**src/rtl/qcl_sync_pkg.sv**
```systemverilog
// qcl_sync_pkg
//   Shared types and constants for the qcl_sync_filter input conditioner.
//   - edge_e               : edge classification produced by each filter channel
//   - QCL_SYNC_MIN_STAGES  : smallest synchroniser depth accepted at elaboration
package qcl_sync_pkg;

    typedef enum logic [1:0] {
        EDGE_NONE = 2'd0,
        EDGE_RISE = 2'd1,
        EDGE_FALL = 2'd2
    } edge_e;

    localparam int QCL_SYNC_MIN_STAGES = 2;

endpackage

```
**src/rtl/qcl_pipe.sv**
```systemverilog
// qcl_pipe
//   Plain register pipeline, used as a multi-bit synchroniser. There is no
//   logic between stages, so each bit is an independent flop chain.
//   Ports:
//     clk_i   in  1        clock
//     reset_i in  1        synchronous active-high reset (loads init_val_p)
//     d_i     in  width_p  pipeline input
//     q_o     out width_p  output of the last stage
module qcl_pipe #(
    parameter int                 width_p    = 1,
    parameter int                 stages_p   = 2,
    parameter logic [width_p-1:0] init_val_p = '0
) (
    input  logic               clk_i,
    input  logic               reset_i,
    input  logic [width_p-1:0] d_i,
    output logic [width_p-1:0] q_o
);

    logic [width_p-1:0] stage_q [stages_p];

    always_ff @(posedge clk_i) begin
        if (reset_i) begin
            for (int i = 0; i < stages_p; i++) begin
                stage_q[i] <= init_val_p;
            end
        end else begin
            stage_q[0] <= d_i;
            for (int i = 1; i < stages_p; i++) begin
                stage_q[i] <= stage_q[i-1];
            end
        end
    end

    assign q_o = stage_q[stages_p-1];

endmodule

```
**src/rtl/qcl_sync_filter_ch.sv**
```systemverilog
// qcl_sync_filter_ch
//   One glitch-filter channel. A new level on the synchronised input is only
//   accepted after it has differed from the current level for filt_cycles_p
//   consecutive cycles; any reversion restarts the count.
//   Ports:
//     clk_i   in  1  clock
//     reset_i in  1  synchronous active-high reset
//     s_i     in  1  synchronised input
//     en_i    in  1  0 freezes the channel (count cleared, level held)
//     lvl_o   out 1  filtered level (registered)
//     rise_o  out 1  one-cycle pulse coincident with lvl_o going 0->1
//     fall_o  out 1  one-cycle pulse coincident with lvl_o going 1->0
module qcl_sync_filter_ch
    import qcl_sync_pkg::*;
#(
    parameter int   filt_cycles_p = 4,
    parameter logic init_val_p    = 1'b0
) (
    input  logic clk_i,
    input  logic reset_i,
    input  logic s_i,
    input  logic en_i,
    output logic lvl_o,
    output logic rise_o,
    output logic fall_o
);

    localparam int              CNT_W    = (filt_cycles_p > 1) ? $clog2(filt_cycles_p) : 1;
    localparam logic [CNT_W-1:0] CNT_TERM = CNT_W'(filt_cycles_p - 1);

    logic [CNT_W-1:0] cnt_q;
    logic [CNT_W-1:0] cnt_d;
    logic             lvl_d;
    edge_e            edge_d;

    // The counter compares against the terminal value instead of wrapping,
    // so the level update and edge pulse happen on the same edge.
    always_comb begin
        cnt_d  = '0;
        lvl_d  = lvl_o;
        edge_d = EDGE_NONE;
        if (en_i && (s_i != lvl_o)) begin
            if (cnt_q == CNT_TERM) begin
                lvl_d  = s_i;
                edge_d = s_i ? EDGE_RISE : EDGE_FALL;
            end else begin
                cnt_d = cnt_q + 1'b1;
            end
        end
    end

    always_ff @(posedge clk_i) begin
        if (reset_i) begin
            cnt_q  <= '0;
            lvl_o  <= init_val_p;
            rise_o <= 1'b0;
            fall_o <= 1'b0;
        end else begin
            cnt_q  <= cnt_d;
            lvl_o  <= lvl_d;
            rise_o <= (edge_d == EDGE_RISE);
            fall_o <= (edge_d == EDGE_FALL);
        end
    end

endmodule

```
**src/rtl/qcl_sync_filter.sv**
```systemverilog
// qcl_sync_filter
//   Multi-channel input conditioner: synchronises channels_p asynchronous
//   inputs into clk_i and glitch-filters each one, producing a clean level
//   plus single-cycle rise/fall pulses.
//   Optional feature macro: QCL_SYNC_FILTER_STICKY_EN adds sticky event flags.
//   Ports:
//     clk_i        in  1           clock, all logic on posedge
//     reset_i      in  1           synchronous active-high reset
//     async_i      in  channels_p  raw asynchronous inputs
//     en_i         in  channels_p  per-channel enable
//     lvl_o        out channels_p  filtered level
//     rise_o       out channels_p  0->1 event pulse
//     fall_o       out channels_p  1->0 event pulse
//     sticky_o     out channels_p  latched event flags (sticky build only)
//     sticky_clr_i in  channels_p  per-channel sticky clear (sticky build only)
module qcl_sync_filter
    import qcl_sync_pkg::*;
#(
    parameter int                    channels_p    = 1,
    parameter int                    sync_stages_p = 2,
    parameter int                    filt_cycles_p = 4,
    parameter logic [channels_p-1:0] init_val_p    = '0
) (
    input  logic                  clk_i,
    input  logic                  reset_i,
    input  logic [channels_p-1:0] async_i,
    input  logic [channels_p-1:0] en_i,
    output logic [channels_p-1:0] lvl_o,
    output logic [channels_p-1:0] rise_o,
`ifdef QCL_SYNC_FILTER_STICKY_EN
    output logic [channels_p-1:0] fall_o,
    output logic [channels_p-1:0] sticky_o,
    input  logic [channels_p-1:0] sticky_clr_i
`else
    output logic [channels_p-1:0] fall_o
`endif
);

    if (sync_stages_p < QCL_SYNC_MIN_STAGES) begin : g_bad_stages
        $error("qcl_sync_filter: sync_stages_p must be >= %0d", QCL_SYNC_MIN_STAGES);
    end
    if (filt_cycles_p < 1) begin : g_bad_filt
        $error("qcl_sync_filter: filt_cycles_p must be >= 1");
    end

    logic [channels_p-1:0] sync_s;

    qcl_pipe #(
        .width_p    (channels_p),
        .stages_p   (sync_stages_p),
        .init_val_p (init_val_p)
    ) u_sync (
        .clk_i   (clk_i),
        .reset_i (reset_i),
        .d_i     (async_i),
        .q_o     (sync_s)
    );

    for (genvar c = 0; c < channels_p; c++) begin : g_ch
        qcl_sync_filter_ch #(
            .filt_cycles_p (filt_cycles_p),
            .init_val_p    (init_val_p[c])
        ) u_ch (
            .clk_i   (clk_i),
            .reset_i (reset_i),
            .s_i     (sync_s[c]),
            .en_i    (en_i[c]),
            .lvl_o   (lvl_o[c]),
            .rise_o  (rise_o[c]),
            .fall_o  (fall_o[c])
        );
    end

`ifdef QCL_SYNC_FILTER_STICKY_EN
    // Set term is OR-ed in after the clear so an event wins over a clear.
    logic [channels_p-1:0] sticky_q;

    always_ff @(posedge clk_i) begin
        if (reset_i) begin
            sticky_q <= '0;
        end else begin
            sticky_q <= (sticky_q & ~sticky_clr_i) | rise_o | fall_o;
        end
    end

    assign sticky_o = sticky_q;
`endif

endmodule

```
**config.mk**
```make
export PLATFORM = sky130hd
export DESIGN_NAME = qcl_sync_filter
export DESIGN_NICKNAME = d
export VERILOG_FILES = /design/src/rtl/qcl_sync_pkg.sv /design/src/rtl/qcl_pipe.sv /design/src/rtl/qcl_sync_filter_ch.sv /design/src/rtl/qcl_sync_filter.sv
export SDC_FILE = /design/constraint.sdc
export NUM_CORES = 1
export LEC_CHECK = 0
export BUFFER_PORTS_ARGS = -buffer_cell sky130_fd_sc_hd__buf_2
export CORE_AREA = 2 2 39 41
export CTS_CLUSTER_DIAMETER = 30
export DETAILED_ROUTE_END_ITERATION = 6
export DIE_AREA = 0 0 41 43
export HOLD_SLACK_MARGIN = 0.12
export PLACE_DENSITY = 0.43
export RECOVER_POWER = 100
export SYNTH_ARGS = -nofsm -noshare
export SYNTH_HDL_FRONTEND = slang
export SYNTH_HIERARCHICAL = 1
export SYNTH_SLANG_ARGS = --single-unit
```
**constraint.sdc**
```tcl
create_clock -name clk_i -period 0.9 [get_ports clk_i]
set_input_delay 0.045 -clock clk_i [delete_from_list [all_inputs] [get_ports clk_i]]
set_output_delay 0.045 -clock clk_i [all_outputs]
set_load 0.01 [all_outputs]
```
==> impl_summary.md, run 1 <==
Detailed routing
The number of iterations in the first detailed-routing pass is 2. The violation count after the first detailed-route iteration is 3. Detailed routing inserted a total of 206 vias. In this run the remaining antenna-violating nets after routing total 0. The routed length per placed instance is ~9.7 um. Summed over all layers, the routed wires come to between 400 and 500 um. The detailed-route DRC error count is 0. The post-detailed-route via-to-cell ratio is ~4.2.

Clocking
In this run the number of H-tree levels came out at 1. The number of buffers created by CTS is 3. The largest buffer count on any clock path is 2. Counting every sink on the clock net gives 7. Post-CTS timing repair inserted 0 buffers for setup.

Clock-pin slew was measured on the worst setup and hold paths at 0.06 ns. TritonCTS built the clock tree. The clock insertion delay at the later pin of the skew report is ~0.26 ns. The root cell of the clock tree is sky130_fd_sc_hd__clkbuf_4.

Timing
The final setup violation count is 1. Setup repair after global routing could not meet its margin everywhere. The transition time of the tightest slew-check pin is about 0.23 ns. The final clock skew is roughly 0.0065 ns.

Timing would allow up to about 1100 MHz. The fraction of the cycle the final worst path needs is 100.7%. Across all setup checks in the final design, the least slack found is -0.006225 ns.

The routed design could run at a clock period as short as slightly above 0.9 ns. The count of final hold-check violations is 0. The final number of max-transition violations was 0.

The worst pin sits at a relative slew slack of 84.48%.

Placed design
After legalization and detailed placement, the total HPWL measured 298.3 um. The placed instances occupy a cell area of roughly 300 um2. Timing analysis after detailed placement gives a worst setup slack of -0.03805 ns.

In this run the tool buffered the top-level ports with 6 buffer cells. The placer congestion estimate is ~0.64. Counting tap cells, the placed design contains a total of 42 instances.

Status
The checks that failed: setup timing. The run finished, with violations left.

Cells and area
The layout has ~150 filler cells. In the final layout, flip-flops and latches occupy between 100 and 150 um2. The number of antenna cells inserted is 0. In the final layout, the share of cells above drive strength 1 is 51.52%. The post-route cell area is slightly below 400 um2. The growth of design area from synthesis to finish is 60.51%. The count of cells in the finished layout, fillers not included, comes to 49. In the final design database the tool counted 39 nets. The multi-input combinational cells in the finished layout cover a total of roughly 140 um2.

Floorplan
The starting density of the core is 17.63%. The overall die height is roughly 43 um. The die covers ~1800 um2. The width of the chip is ~41 um.

7 I/O pins were placed. The core region is about 1400 um2. The placement row count is 14.

Global route
The number of global-route vias before repair is 195. The total overflow left after global routing is 0. Entering global routing, the biggest net connects 6 pins. In the global route stage, overall resource usage came out at under 10%. The first global-routing pass estimated between 700 and 800 um of wire. The number of antenna violations at the first check in global routing came to 0.

Synthesis
When the netlist entered floorplanning its net count stood at 25. In the post-synthesis netlist, the biggest area contributors are sky130_fd_sc_hd__dfxtp_1 57%, sky130_fd_sc_hd__nor3b_1 6.2%, sky130_fd_sc_hd__nor4b_2 6.2%. In this run, synthesis produced a sequential element count of 7. In this run, synthesis inferred 0 flip-flops with an integrated enable. The most repeated cell in the gate-level netlist after synthesis is sky130_fd_sc_hd__dfxtp_1.

The number of distinct library cells after synthesis is 12. In the synthesized netlist the async set-or-reset flop fraction comes to 0%. The post-synthesis cell count is 20. Counting instances in the post-synthesis netlist gives the leading cell types as 7 x sky130_fd_sc_hd__dfxtp_1, 2 x sky130_fd_sc_hd__nor2b_1, 2 x sky130_fd_sc_hd__nor3b_1.

The sequential cell area fraction in the yosys report is 57.44%. The post-synthesis average cell area is 12.20 um2. After Yosys synthesis, XOR and XNOR cells account for 3.590% of the synthesized area.

The library cell occupying the most area in the post-synthesis netlist is sky130_fd_sc_hd__dfxtp_1. The simple-gate share of the synthesized area is approximately 28%. The most used flip-flop cell after synthesis is sky130_fd_sc_hd__dfxtp_1. The cell area that synthesis handed to floorplanning was 244.0 um2. The fraction of the mapped netlist area in compound gates is just over 6%. The dominant combinational cell family by area after synthesis is simple AND/OR/NAND/NOR gates. Multiplexer cells account for 0% of the synthesized area. The number of warnings issued by yosys is 6.

The adder and majority gate portion of the synthesized area is 5.128%. Of the post-synthesis cell area, the dominant cell type holds roughly 57%.

Power
Dividing total power by cell area gives a power density of about 1600 nW/um2. Summed over all cells, the static leakage comes to 0.1341 nW. The worst IR drop on VDD is ~0.00064 V.

Critical path
Along the worst path, the maximum fanout reaches 5. STA classifies the critical path endpoint as a register. The required time reported for the critical path endpoint is 1.08 ns. The worst path arrival time is approximately 1.1 ns. The element type at the critical path start is a register. The critical path starts at g_ch[0].u_ch/cnt_q[0].

The worst setup path category is reg -> reg. The launch point of the worst reg-to-reg path is g_ch[0].u_ch/cnt_q[0].

Min path
The tightest min-delay check is of the in -> reg type. In this run the most critical hold path is launched from reset_i.

Flow run
The number of maximum-capacitance violations is 0.
## through the flow
step / TNS [ns] / hold slack (ns) / utilization, % / total power, mW
after detailed placement: -0.1017 / 0.2651 / 21.43 / 0.3450
after CTS: 0 / 0.09576 / 26.40 / 0.6481
final: -0.006225 / 0.1624 / 28.30 / 0.6398
after global placement: -0.02506 / 0.2575 / 21.43 / 0.3441
after global routing: -0.06469 / 0.2174 / 28.30 / 0.6653
after floorplan: 0 / 0.1141 / - / 0.3332
## registers in the layout (all words and copies together) (netlist names)
signal and cells:
g_ch.u_ch/rise_o 1, g_ch.u_ch/cnt_q 2, g_ch.u_ch/fall_o 1, g_ch.u_ch/lvl_o 1, u_sync/stage_q 2
## placed cells by master (no fill, tap or decap)
master	Yosys	final
sky130_fd_sc_hd__clkbuf_4	0	3
sky130_fd_sc_hd__nor4_1	1	1
sky130_fd_sc_hd__ha_4	0	1
sky130_fd_sc_hd__nand2b_1	1	1
sky130_fd_sc_hd__buf_6	0	1
sky130_fd_sc_hd__nor4b_2	1	1
sky130_fd_sc_hd__dfxtp_2	0	3
sky130_fd_sc_hd__xnor2_2	0	1
sky130_fd_sc_hd__a21bo_2	1	1
sky130_fd_sc_hd__nand3b_1	1	1
sky130_fd_sc_hd__a21oi_2	0	1
sky130_fd_sc_hd__clkbuf_1	0	3
sky130_fd_sc_hd__buf_2	0	2
sky130_fd_sc_hd__dfxtp_1	7	4
sky130_fd_sc_hd__clkinv_2	0	1
sky130_fd_sc_hd__nand3_1	1	1
sky130_fd_sc_hd__nor2b_1	2	2
sky130_fd_sc_hd__nor3b_2	0	2
sky130_fd_sc_hd__dlygate4sd3_1	0	3
## cell families after synthesis
logic type               after synthesis
AO/OA/AOI/OAI                          2
XOR/XNOR                               1
adder cells (fa/ha/maj)                1
flip-flops                             7
AND/OR/NAND/NOR                        9
## layer usage
metal / vias up / track usage, % / part of all wire, %
met2: 7 / 9.375 / 53
met3: 3 / 3.141 / 5.3
met5: - / 0 / 0
met4: 0 / 8.000 / 5.1
li1: 97 / - / -
met1: 99 / 5.825 / 36
## worst max-delay path, cell delays in order, from the launching register on
cell	delay, ns
sky130_fd_sc_hd__dfxtp_2	0.35
sky130_fd_sc_hd__ha_4	0.17
sky130_fd_sc_hd__nand3b_1	0.14
sky130_fd_sc_hd__nor3b_2	0.19
## what timing repair did
action	in CTS	in global routing
cloned	0	0
hold endpoints to repair	7	0
gates resized for setup	2	7
hold buffers	3	0
endpoints found under the setup margin	3	5
pin swaps	1	3
## layout make-up
class | count | share of cell area (%)
clock inverter | 1 | 1.278
clock buffer | 3 | 5.751
multi-input combinational | 13 | 35.14
sequential | 7 | 36.74
tap | 16 | 5.112
timing repair buffer | 9 | 15.97
## worst paths after layout
check / slack (ns) / to / cells after the start
min reg2reg: 0.44 / u_sync/stage_q[0][1] / 1
max reg2reg: -0.006 / g_ch[0].u_ch/rise_o / 3
max: -0.006 / g_ch[0].u_ch/rise_o / 3
min: 0.16 / g_ch[0].u_ch/cnt_q[0] / 3
## where the power goes
group,total [mW],switching (mW),internal (mW)
sequential,0.320,0.00402,0.316
clock,0.285,0.123,0.163
combinational,0.0348,0.0120,0.0228
total,0.640,0.139,0.501
Note: power is estimated with default switching activity, not from simulation.
==> run 2, diff against run 1 <==
- ABC_AREA: not set -> 1
==> run 2 against run 1 <==
Against the previous run: the flow now finishes without violations; flip-flop and latch count is the same; global-route usage grew 0.50 points; die area is the same; first-iteration DRC count grew 100%; cell count grew 18%; routed wire length shrank 0.63%; register-to-register slack gained 0.03 ns.
==> impl_summary.md, run 2 <==
Status
The flow ran to the end, and the final reports show no timing, DRC or antenna violations.

Clocking
The number of buffers added for setup after CTS is 0 (unchanged). Clock tree synthesis selected as its root buffer the cell sky130_fd_sc_hd__clkbuf_4. The largest buffer count on any clock path came to 2 (unchanged). The CTS clock-pin slew for the worst setup and hold paths was 0.05 ns (about the same).

The number of levels the H-tree was split into is 1 (unchanged). The CTS sink count is 7 (unchanged). The TritonCTS clock tree is done. The number of buffers created by CTS is 3 (unchanged). The clock insertion delay at the later pin of the skew report is 0.25 ns (about the same).

Synthesis
For this run, the leading register cell type out of synthesis is sky130_fd_sc_hd__dfxtp_1. The number of synthesized flops with an enable pin was 0 (unchanged). After synthesis, the cell types taking the most area are sky130_fd_sc_hd__dfxtp_1 57%, sky130_fd_sc_hd__nor2_1 11%, sky130_fd_sc_hd__nand4_1 10%. The sequential cell area fraction in the yosys report is 56.57% (-0.87 points). The post-synthesis average cell area is 8.258 um2 (-32%).

The number of synthesized register bits was 7 (unchanged). The library cell occupying the most area in the post-synthesis netlist is sky130_fd_sc_hd__dfxtp_1. The post-synthesis cell count is 30 (+50%). By count the netlist is led by 7 x sky130_fd_sc_hd__dfxtp_1, 7 x sky130_fd_sc_hd__nor2_1, 5 x sky130_fd_sc_hd__inv_1. The fraction of synthesized cell area taken by the top area cell type is 56.57% (-0.87 points). The mapped cell area is 247.7 um2 (+1.5%). The number of distinct library cells after synthesis is 8 (-4). The post-synth net total is 35 (+40%).

The number of warnings issued by yosys came to 6 (unchanged). The share of synthesized flip-flops with an asynchronous set or reset is 0% (unchanged).

Detailed routing
The detailed-route DRC error count is 0 (unchanged). The via count is 217 (+5.3%). The routed length per placed instance came to 8.103 um (-16%). The routed wire length came to 470 um (-0.63%).

The violation count after the first detailed-route iteration is 6 (+3). The post-detailed-route count of antenna-violating nets was 0 (unchanged). The post-detailed-route via-to-cell ratio came to 3.741 (-11%). The number of iterations in the first detailed-routing pass is 4 (+2).

Floorplan
The starting density of the core is 17.90% (+0.27 points). The overall die height is 43 um (unchanged). The placement row count is 14 (unchanged). The width of the chip is 41 um (unchanged). The I/O pin total is 7 (unchanged). The core area is 1384 um2 (unchanged). The die footprint is 1763 um2 (unchanged).

Critical path
The worst path arrival time is 1.05 ns (-0.04 ns). The critical path in this run is classified as reg -> reg. The worst register-to-register path ends at g_ch[0].u_ch/cnt_q[0]. The element type at the critical path end is a register. The buffers plus inverters on the worst setup path is 0 (unchanged).

The signal on the critical path passes through ha_4 > nor2_1 > nand4_1 > nor2_1. The peak per-stage delay on the critical path is 0.33 ns (-0.02 ns). The required time reported for the critical path endpoint is 1.08 ns (about the same).

The reg-to-reg setup timing slack is 0.03 ns (+0.03 ns). The largest fanout of any net on the critical path is 4 (-1). Broken down by cell family, the worst path's largest delay share belongs to flip-flops.

STA classifies the critical path startpoint as a register. In this run the critical register-to-register path is launched from g_ch[0].u_ch/cnt_q[0]. The library cell contributing the largest single delay on the critical path is sky130_fd_sc_hd__dfxtp_2. The number of cells on the worst reg-to-reg path came to 4 (+1). Among the stages of the critical path, the cell type that occurs most often is sky130_fd_sc_hd__nor2_1.

Timing
The final setup violation count is 0 (-1). The least setup slack across all paths after layout is 0.02755 ns (+0.03377 ns). The smallest hold slack came to 0.4012 ns (+0.2389 ns). The total negative setup slack came to 0 ns (+0.006225 ns). The count of final hold-check violations was 0 (unchanged).

The final clock skew is 0.003998 ns (-0.002524 ns). The fraction of the cycle the final worst path needs was 96.94% (-3.8 points). The final number of max-transition violations is 0 (unchanged). The transition time of the tightest slew-check pin is 0.2575 ns (+0.02683 ns).

The achievable frequency came to 1146 MHz (+3.9%). The time the worst path needs with I/O delays and setup is 0.8725 ns (-0.03377 ns). Setup repair after global routing could not meet its margin everywhere. The remaining max-slew budget at the tightest pin was 82.78% (-1.7 points).

Cells and area
The final net count came to 48 (+23%). The number of antenna cells inserted was 0 (unchanged). The commonest non-fill, non-tap cell in the layout is sky130_fd_sc_hd__nor2_1. The largest registers in the layout are g_ch.u_ch/cnt_q (2), u_sync/stage_q (2).

The share of layout cells above drive strength 1 was 26.19% (-25 points). The growth of design area from synthesis to finish is 45.96%. The post-route cell area is 361.6 um2 (-7.7%). The post-layout utilization of the core is 26.13% (-2.2 points). The number of non-filler instances in the completed layout is 58 (+18%). The library cells used most frequently in the layout, excluding fill and tap cells, are 7 x sky130_fd_sc_hd__nor2_1, 5 x sky130_fd_sc_hd__inv_1, 5 x sky130_fd_sc_hd__dfxtp_1.

Power
The worst IR drop on VDD is 0.0006825 V (+6.8%). The cell leakage power is 0.1516 nW (+13%). The total power per unit cell area is 1738 nW/um2 (+6.4%). The total design power is 0.6284 mW (-1.8%).

Global route
The pin count of the biggest net entering global routing is 7 (+1). The residual overflow from global routing was 0 (unchanged). The number of antenna violations at the first check in global routing is 0 (unchanged).

The global-route wire length before repair is 759 um (+6.9%). The global-route usage over all layers is 7.143% (+0.50 points). The number of global-route vias before repair is 188 (-3.6%).

Min path
The path with the worst hold slack has its endpoint at u_sync/stage_q[0][1]. The instance count along the most critical hold path came to 2 (-1). The worst hold path startpoint is u_sync/stage_q[0][0]. The min-delay analysis places its worst path in the category reg -> reg.

Placed design
The standard cell area after detailed placement came to 297.8 um2 (+0.42%). The placer congestion estimate is 0.6176 (-3.4%). The quantity of I/O buffers inserted on ports is 6 (unchanged). The post-placement worst setup slack is -0.01497 ns (+0.02308 ns).

The detailed-placement wirelength estimate came to 298.8 um (+0.17%). The number of placed cells counting well taps came to 52 (+24%).

Flow run
The number of maximum-capacitance violations was 0 (unchanged).
==> run 2: report_power, final <==
part | total (mW) | switching [mW] | internal (mW)
Clock | 0.282 | 0.113 | 0.169
Sequential | 0.318 | 0.00241 | 0.316
Combinational | 0.0288 | 0.0131 | 0.0157
Total | 0.628 | 0.128 | 0.500
==> run 2: routing by layer <==
layer  up-vias  wire length, um  global-route usage [%]  part of all wire (%)
li1        117                -                       -                     -
met1        90              190                   7.443                    40
met2        10              222                   9.375                    47
met3         0               56                   9.424                    12
met4         0                0                       0                     0
met5         -                0                       0                     0
==> run 2: how the worst max path moves through the flow <==
stage                                  to  cells past startpoint  slack, ns             startpoint
floorplan              g_ch[0].u_ch/lvl_o                      5       0.06  g_ch[0].u_ch/cnt_q[0]
global placement       g_ch[0].u_ch/lvl_o                      5      -0.01  g_ch[0].u_ch/cnt_q[0]
detailed placement  g_ch[0].u_ch/cnt_q[0]                      4      -0.01  g_ch[0].u_ch/cnt_q[0]
CTS                 g_ch[0].u_ch/cnt_q[0]                      5       0.01                reset_i
global route           g_ch[0].u_ch/lvl_o                      5      -0.05     g_ch[0].u_ch/lvl_o
finish              g_ch[0].u_ch/cnt_q[0]                      4       0.03  g_ch[0].u_ch/cnt_q[0]
==> run 2: repair_timing <==
action                     CTS  global route
pin swaps                    2             4
gates resized for setup      4             0
hold buffers                 3             0
setup endpoints to repair    3             4
hold endpoints to repair     6             0
==> run 2: area by class of cell <==
cell class	instances	area [um2]
clock buffers	4	26.28
flip-flops and latches	7	142.6
inverters	6	22.52
well taps	16	20.02
repair buffers	8	52.55
fillers	157	1022
multi-input cells	17	97.59
==> run 2: cell families after synthesis <==
group                    Yosys count  synth area share [%]
flip-flops                         7                 56.56
buffers and inverters              6                 9.090
adder cells (fa/ha/maj)            1                 5.050
AND/OR/NAND/NOR                   16                 29.29
==> run 2: worst min-delay path, stage by stage (launching register included) <==
cell and delay, ns:
sky130_fd_sc_hd__dfxtp_1 0.29, sky130_fd_sc_hd__inv_1 0.04, sky130_fd_sc_hd__nor2_1 0.03
